**config.mk**
```make
export PLATFORM = sky130hd
export DESIGN_NAME = multi_btn_debounce
export DESIGN_NICKNAME = d
export VERILOG_FILES = /design/src/rtl/multi_btn_debounce.sv
export SDC_FILE = /design/constraint.sdc
export NUM_CORES = 1
export LEC_CHECK = 0
export CAP_MARGIN = 15
export CELL_PAD_IN_SITES_DETAIL_PLACEMENT = 1
export CELL_PAD_IN_SITES_GLOBAL_PLACEMENT = 1
export CORE_MARGIN = 4
export CORE_UTILIZATION = 45
export CTS_BUF_LIST = sky130_fd_sc_hd__clkbuf_8
export CTS_CLUSTER_SIZE = 40
export DETAILED_ROUTE_END_ITERATION = 6
export GPL_TIMING_DRIVEN = 0
export PLACE_DENSITY_LB_ADDON = 0.3
export SLEW_MARGIN = 25
export SYNTH_ARGS = -nofsm -noshare
export SYNTH_HDL_FRONTEND = slang
export SYNTH_SLANG_ARGS = --single-unit
```
**constraint.sdc**
```tcl
create_clock -name clk -period 6.2 [get_ports clk]
set_clock_uncertainty 0.15 [all_clocks]
set_input_delay 1.24 -clock clk [delete_from_list [all_inputs] [get_ports clk]]
set_output_delay 1.24 -clock clk [all_outputs]
set_load 0.005 [all_outputs]
```
**src/rtl/multi_btn_debounce.sv**
```systemverilog
`default_nettype none
// ============================================================================
// multi_btn_debounce : N-channel button conditioner with a shared tick timer;
//                      emits debounced level plus press/release/long/repeat.
// Revision: 1.0 - initial release
// ============================================================================
module multi_btn_debounce #(
    parameter int N_BTN        = 5,
    parameter int TICK_DIV     = 1000,
    parameter int STABLE_TICKS = 1000,
    parameter int LONG_TICKS   = 100000,
    parameter int REPEAT_TICKS = 20000
) (
    input  logic             clk,
    input  logic             rst,
    input  logic [N_BTN-1:0] i_btn,
    output logic [N_BTN-1:0] o_level,
    output logic [N_BTN-1:0] o_press,
    output logic [N_BTN-1:0] o_release,
    output logic [N_BTN-1:0] o_long,
    output logic [N_BTN-1:0] o_repeat
);

    localparam int c_DIV_W = (TICK_DIV > 1) ? $clog2(TICK_DIV) : 1;
    localparam int c_SC_W  = $clog2(STABLE_TICKS + 1);
    localparam int c_HC_W  = $clog2(LONG_TICKS + REPEAT_TICKS + 1);

    localparam logic [c_DIV_W-1:0] c_DIV_LAST = c_DIV_W'(TICK_DIV - 1);
    localparam logic [c_SC_W-1:0]  c_SC_LAST  = c_SC_W'(STABLE_TICKS - 1);
    localparam logic [c_HC_W-1:0]  c_HC_LONG  = c_HC_W'(LONG_TICKS);
    localparam logic [c_HC_W-1:0]  c_HC_L_M1  = c_HC_W'(LONG_TICKS - 1);
    localparam logic [c_HC_W-1:0]  c_HC_R_M1  = c_HC_W'(LONG_TICKS + REPEAT_TICKS - 1);

    localparam logic [1:0] c_S_IDLE     = 2'd0;
    localparam logic [1:0] c_S_PRESS_W  = 2'd1;
    localparam logic [1:0] c_S_HELD     = 2'd2;
    localparam logic [1:0] c_S_RELEASE_W = 2'd3;

    logic [c_DIV_W-1:0] r_div;
    logic               r_tick;
    logic [N_BTN-1:0]   r_sync1;
    logic [N_BTN-1:0]   r_sync2;

    always_ff @(posedge clk or posedge rst) begin
        if (rst) begin
            r_div  <= '0;
            r_tick <= 1'b0;
        end else begin
            r_tick <= (r_div == c_DIV_LAST);
            r_div  <= (r_div == c_DIV_LAST) ? '0 : r_div + c_DIV_W'(1);
        end
    end

    always_ff @(posedge clk or posedge rst) begin
        if (rst) begin
            r_sync1 <= '0;
            r_sync2 <= '0;
        end else begin
            r_sync1 <= i_btn;
            r_sync2 <= r_sync1;
        end
    end

    generate
        for (genvar g = 0; g < N_BTN; g++) begin : g_ch
            logic [1:0]        r_state;
            logic [c_SC_W-1:0] r_sc;
            logic [c_HC_W-1:0] r_hc;
            logic              r_level;
            logic              r_press;
            logic              r_release;
            logic              r_long;
            logic              r_repeat;
            logic              w_s;

            assign w_s = r_sync2[g];

            always_ff @(posedge clk or posedge rst) begin
                if (rst) begin
                    r_state   <= c_S_IDLE;
                    r_sc      <= '0;
                    r_hc      <= '0;
                    r_level   <= 1'b0;
                    r_press   <= 1'b0;
                    r_release <= 1'b0;
                    r_long    <= 1'b0;
                    r_repeat  <= 1'b0;
                end else begin
                    r_press   <= 1'b0;
                    r_release <= 1'b0;
                    r_long    <= 1'b0;
                    r_repeat  <= 1'b0;
                    // An input change takes priority over a coincident tick.
                    case (r_state)
                        c_S_IDLE: begin
                            if (w_s) begin
                                r_state <= c_S_PRESS_W;
                                r_sc    <= '0;
                            end
                        end
                        c_S_PRESS_W: begin
                            if (!w_s) begin
                                r_state <= c_S_IDLE;
                                r_sc    <= '0;
                            end else if (r_tick) begin
                                if (r_sc == c_SC_LAST) begin
                                    r_state <= c_S_HELD;
                                    r_level <= 1'b1;
                                    r_press <= 1'b1;
                                    r_hc    <= '0;
                                end else begin
                                    r_sc <= r_sc + c_SC_W'(1);
                                end
                            end
                        end
                        c_S_HELD: begin
                            if (!w_s) begin
                                r_state <= c_S_RELEASE_W;
                                r_sc    <= '0;
                            end else if (r_tick) begin
                                if (r_hc == c_HC_L_M1) begin
                                    r_long <= 1'b1;
                                    r_hc   <= r_hc + c_HC_W'(1);
                                end else if (REPEAT_TICKS != 0 && r_hc == c_HC_R_M1) begin
                                    r_repeat <= 1'b1;
                                    r_hc     <= c_HC_LONG;
                                end else if (REPEAT_TICKS != 0 || r_hc != c_HC_LONG) begin
                                    r_hc <= r_hc + c_HC_W'(1);
                                end
                            end
                        end
                        default: begin
                            // Release bounce returns to HELD with the hold count intact.
                            if (w_s) begin
                                r_state <= c_S_HELD;
                            end else if (r_tick) begin
                                if (r_sc == c_SC_LAST) begin
                                    r_state   <= c_S_IDLE;
                                    r_level   <= 1'b0;
                                    r_release <= 1'b1;
                                end else begin
                                    r_sc <= r_sc + c_SC_W'(1);
                                end
                            end
                        end
                    endcase
                end
            end

            assign o_level[g]   = r_level;
            assign o_press[g]   = r_press;
            assign o_release[g] = r_release;
            assign o_long[g]    = r_long;
            assign o_repeat[g]  = r_repeat;
        end
    endgenerate

endmodule
`default_nettype wire
```
; Word-level counts from Yosys, hierarchy flattened
; Cells that the tools add are included.
[word_totals]
word_cells = 427
reg_bits = 191
output_inout_bits = 25
in_bits = 7
[op_classes]
reduce_logical = 55
bitwise = 5
n_mux = 231
eq_ne = 81
n_addsub = 11
[ops]
columns = operator, count
row1 = $mux W17, 35
row2 = $mux W10, 31
row3 = $eq A17 B17 Y1 const B, 10
row4 = $pmux W17 S2, 5
row5 = $pmux W10 S3, 5
row6 = $mux W1, 105
row7 = $reduce_and A6 Y1, 15
row8 = $add A17 B1 Y17 const B, 5
row9 = $mux W2, 40
row10 = $ne A2 B2 Y1 const B, 35
row11 = $add A10 B1 Y10 const B, 6
row12 = $eq A10 B10 Y1 const B, 6
row13 = $reduce_bool A4 Y1, 10
row14 = $ne A3 B3 Y1 const B, 10
row15 = $pmux W2 S3, 5
row16 = $reduce_bool A2 Y1, 10
row17 = $ne A3 B1 Y1 const B, 5
row18 = $reduce_and A3 Y1, 5
row19 = $reduce_or A3 Y1, 5
row20 = $eq A2 B1 Y1 const B, 5
row21 = $eq A2 B2 Y1 const B, 5
row22 = $logic_not A2 Y1, 5
row23 = $ne A2 B1 Y1 const B, 5
row24 = $pmux W1 S2, 5
row25 = 2 further kinds, 10

; Logic depth before layout (Yosys ltp)
[logic_depth]
ltp_word = 6
mapped_depth = 10
depth_no_buf = 7

; Least setup slack after synthesis
; Ideal clock, no wire load.
[synth_timing]
path_type = register -> register
start = register g_ch[1].r_state[0]
end = register g_ch[1].r_hc[10]
setup_slack_ps = 3968
n_path_buf = 3
period_less_slack_ps = 2232
setup_time_ps = 132
arrival_ps = 1951
stages_incl_launch_ff = 11
cell_sequence = dfrtp_1 inv_1 ha_1 clkbuf_1 nand3_1 nor2_1 nor2_1 clkbuf_1 clkbuf_1 o21ai_0 o31ai_1
[synth_between]
elab_chain_len = 3
elab_cells_between_ends = 10
[synth_lines]
columns = element, line
row1 = from (decl), 66  ; logic [1:0] r_state;
row2 = from (signal assigned), 80  ; r_state <= c_S_IDLE;
row3 = from (signal assigned), 97  ; r_state <= c_S_PRESS_W;
row4 = from (signal assigned), 103  ; r_state <= c_S_IDLE;
row5 = $eq A2 B1 Y1 / $eq A2 B2 Y1 (equally long branches), 94  ; case (r_state)
row6 = $ne A2 B2 Y1 (no line) / $reduce_bool A2 Y1 (equally long branches), -
row7 = $reduce_and A6 Y1 (no line), -
row8 = to (signal assigned), 123  ; r_hc <= r_hc + c_HC_W'(1);
row9 = to (signal assigned), 126  ; r_hc <= c_HC_LONG;
row10 = to (signal assigned), 128  ; r_hc <= r_hc + c_HC_W'(1);
row11 = to (decl), 68  ; logic [c_HC_W-1:0] r_hc;
; Several ways; a longest one is shown, not always the timed one.
; A chain may end at the register's enable or synchronous reset.

; Final worst setup path
[layout_timing]
start = register g_ch[1].r_state[0]
end = register g_ch[1].r_hc[4]
; Same word-level chain as after synthesis.

==> PnR_summary.wiki <==
{| class="wikitable"
! Metric !! Value
|-
| Outcome || finished, final reports clean
|-
| Fraction of the cycle the final worst path needs || 47.8%
|-
| Post-CTS Setup Inserts || 0
|-
| Number of iterations in the first detailed-routing pass || 5
|-
| Post-synth EDFFs || 0
|-
| CTS tree || built
|-
| Kind of end point of the critical path || flip-flop
|-
| Leading cell type in the layout, fill and taps excluded || sky130_fd_sc_hd__dfrtp_1
|-
| Worst hold-check slack || 205 ps
|-
| Count of nets left with antenna violations after detail routing || 0
|-
| Place WS || 3330 ps
|-
| Compound-cell area share of the yosys netlist || 20.3%
|-
| Leakage dissipation || 0.00498 uW
|-
| Number of H-tree branching levels || 4
|-
| Combinational family with the most area after synthesis || simple AND/OR/NAND/NOR gates
|-
| Arrival time reported for the critical path endpoint || 3190 ps
|-
| Actual slew at the worst max-slew pin || 1020 ps
|-
| Netlist cell types || 89
|-
| Routed length per placed instance || 17.6 microns
|-
| Number of maximum-capacitance constraint violations || 0
|-
| Fill count || 2731
|-
| Die Outline Area || 27000 sq um
|-
| Overall fraction of global-route tracks in use || 21.6%
|-
| Last weighted congestion value of the routability-driven placer || 0.816
|-
| Final count of negative-setup-slack endpoints || 0
|-
| Power per Cell Area || 260 nW/um^2
|-
| Unrepaired setup endpoints after global routing || false
|-
| Quantity of gates resized following cts || 0
|-
| Wire length of the first global-routing pass || 48.9 mm
|-
| Vias post-DR || 9582
|-
| Last element of the critical path || g_ch[1].r_hc[4]
|-
| Arithmetic-cell share of the synthesized area counting full adders, half adders and majority gates || 4.10%
|-
| Die Wd || 164 microns
|-
| Mean number of vias per cell || 6.02
|-
| Initial core utilization || 46.3%
|-
| Capture instance of the worst register-to-register path || g_ch[1].r_hc[4]
|-
| HPWL Detailed || 20.1 mm
|-
| Achievable clock frequency || 337 MHz
|-
| Final layout net count || 1302
|-
| Startpoint of the most critical setup path || g_ch[1].r_state[0]
|-
| Number of nets in the synthesized netlist || 1245
|-
| Synthesized flop and latch total || 191
|-
| Syn_area_per_cell || 9.15 sq um
|-
| Initial DRC Count || 648
|-
| Clock Path Buffers || 2
|-
| Root buffer selected by CTS || sky130_fd_sc_hd__clkbuf_8
|-
| Syn Inst Count || 1202
|-
| Cell accounting for the most synthesized area || sky130_fd_sc_hd__dfrtp_1
|-
| Ys Warns || 0
|-
| Share of cells above drive strength 1 || 9.12%
|-
| DR DRC count || 0
|-
| Register-to-register setup slack || 3230 ps
|-
| Hold-fix buffers at CTS || 0
|-
| Crit path setup slack, layout || 3230 ps
|-
| Non-filler instance count after layout || 1591
|-
| Number of placed instances with taps included || 1559
|-
| Proportion of synthesized flip-flops having asynchronous set or reset || 100%
|-
| Shortest period the worst path allows || 2970 ps
|-
| Via count of the first global-routing pass || 9877
|-
| Placement row count || 56
|-
| Setup TNS || 0 ps
|-
| CTS Buf Count || 17
|-
| Initial antenna violation count || 0
|-
| Boundary pin count || 32
|-
| R2R cell count || 10
|-
| Final max-slew violation count || 0
|-
| Peak supply drop || 0.146 mV
|-
| Synthesized-area fraction occupied by xor and xnor cells || 1.35%
|-
| Top fanout value on the critical path || 10
|-
| GR Overflow Total || 0
|-
| Area of the core region || 23800 sq um
|-
| Critical path required time || 6420 ps
|-
| Main area contributors after synthesis || sky130_fd_sc_hd__dfrtp_1, sky130_fd_sc_hd__o21ai_0, sky130_fd_sc_hd__ha_1, sky130_fd_sc_hd__nand2_1, sky130_fd_sc_hd__nand3_1
|-
| Share of the core filled with cells || 51.7%
|-
| Count of clock tree sinks || 191
|-
| Die H || 164 microns
|-
| Worst slew margin relative to its limit || 31.4%
|-
| Insertion delay of the later-clocked pin in the worst-skew pair || 470 ps
|-
| Clk slew on worst S/H paths || 100 ps
|-
| Hold violation count in the final report || 0
|-
| Portion of synthesized cell area occupied by the leading cell type || 43.5%
|-
| Count of port buffers added during placement || 31
|-
| Post-synthesis instance area || 11000 sq um
|-
| Post-synthesis mux area share || 0.648%
|-
| Area added between synthesis and finish || 11.6%
|-
| Synthesized-area fraction occupied by and/or/nand/nor cells || 25.0%
|-
| Pin count of the biggest net entering global routing || 32
|-
| Startpoint-to-endpoint class of the critical path || reg2reg
|-
| Most frequently used flop master after synthesis || sky130_fd_sc_hd__dfrtp_1
|-
| Commonest cells after routing, fill and taps aside || sky130_fd_sc_hd__dfrtp_1, sky130_fd_sc_hd__nand2_1, sky130_fd_sc_hd__o21ai_0
|-
| Class of the tightest hold or removal check || reg2reg
|-
| Startpoint of the worst-slack reg-to-reg timing path || g_ch[1].r_state[0]
|-
| Wirelength, routed || 28.0 mm
|-
| CP Launch Type || flip-flop
|-
| Antenna fix cells || 0
|-
| Portion of the post-synthesis area used by sequential elements || 43.5%
|}
-- registers in the layout, indices dropped and copies added, names as in the netlist, named ones only --
register and count:
g_ch.r_hc 85, g_ch.r_level 5, g_ch.r_long 5, g_ch.r_press 5, g_ch.r_release 5, g_ch.r_repeat 5, g_ch.r_sc 50, g_ch.r_state 5
r_div 10, r_sync1 5, r_sync2 5, r_tick 1
-- worst max-delay path, cell delays in order, from the launching register on --
cell	delay, ps
sky130_fd_sc_hd__dfrtp_1	530
sky130_fd_sc_hd__inv_1	150
sky130_fd_sc_hd__ha_1	230
sky130_fd_sc_hd__clkbuf_1	250
sky130_fd_sc_hd__nand3_1	260
sky130_fd_sc_hd__nor2_1	90
sky130_fd_sc_hd__nor2_1	160
sky130_fd_sc_hd__clkbuf_1	380
sky130_fd_sc_hd__clkbuf_1	420
sky130_fd_sc_hd__o21ai_0	170
sky130_fd_sc_hd__o31ai_1	90
-- cell usage after synthesis, drive strengths merged, types with 16 or more instances --
cell,n
o31ai,45
nand4,33
o21ai,108
nand2b,20
nor3,24
nor4,16
ha,36
and3,30
nand2,117
nand3,70
dfrtp,191
buf,36
a21oi,62
clkbuf,38
nor2,86
inv,35
-- worst min path at each step --
stage	from	to	depth (start not counted)
2_1_floorplan	r_sync1[0]	r_sync2[0]	0
3_3_place_gp	r_sync1[0]	r_sync2[0]	0
3_5_place_dp	r_sync1[4]	r_sync2[4]	0
4_1_cts	r_sync1[4]	r_sync2[4]	0
5_1_grt	r_sync1[3]	r_sync2[3]	0
6_report	r_sync1[2]	r_sync2[2]	0
-- cell families after synthesis --
| group | count (synthesis) |
|---|---|
| XOR/XNOR | 17 |
| flip-flops | 191 |
| multiplexers | 7 |
| adder cells (fa/ha/maj) | 36 |
| buffers and inverters | 109 |
| AND/OR/NAND/NOR | 502 |
| AO/OA/AOI/OAI | 340 |
-- power by group --
part / switching, uW / internal, uW
registers: 65.7 / 1280
clock network: 459 / 404
logic: 620 / 362
-- cell type report --
class,instances,area (sq um),share of cell area [%]
sequential,191,4780,39.0
multi-input combinational,902,5670,46.2
buffer,74,425,3.47
inverter,35,135,1.10
clock buffer,18,248,2.02
timing repair buffer,38,465,3.79
clock inverter,14,150,1.22
tap,319,399,3.25
-- stage by stage --
step                      power [uW]  cell area (sq um)
after CTS                       3220              12300
after detailed placement        2340              11900
after global routing            3390              12300
after global placement          2290              11700
final                           3190              12300
after floorplan                 2080              11000
-- per-layer routing --
| metal | up-vias | share of wire [%] | global-route usage [%] |
|---|---|---|---|
| met1 | 4911 | 48 | 29.6 |
| met3 | 22 | 1.9 | 3.31 |
| met4 | 0 | 0.92 | 4.50 |
| met5 | - | 0 | 0 |
| li1 | 4570 | - | - |
| met2 | 79 | 50 | 36.6 |
Note: power is estimated with default switching activity, not from simulation.
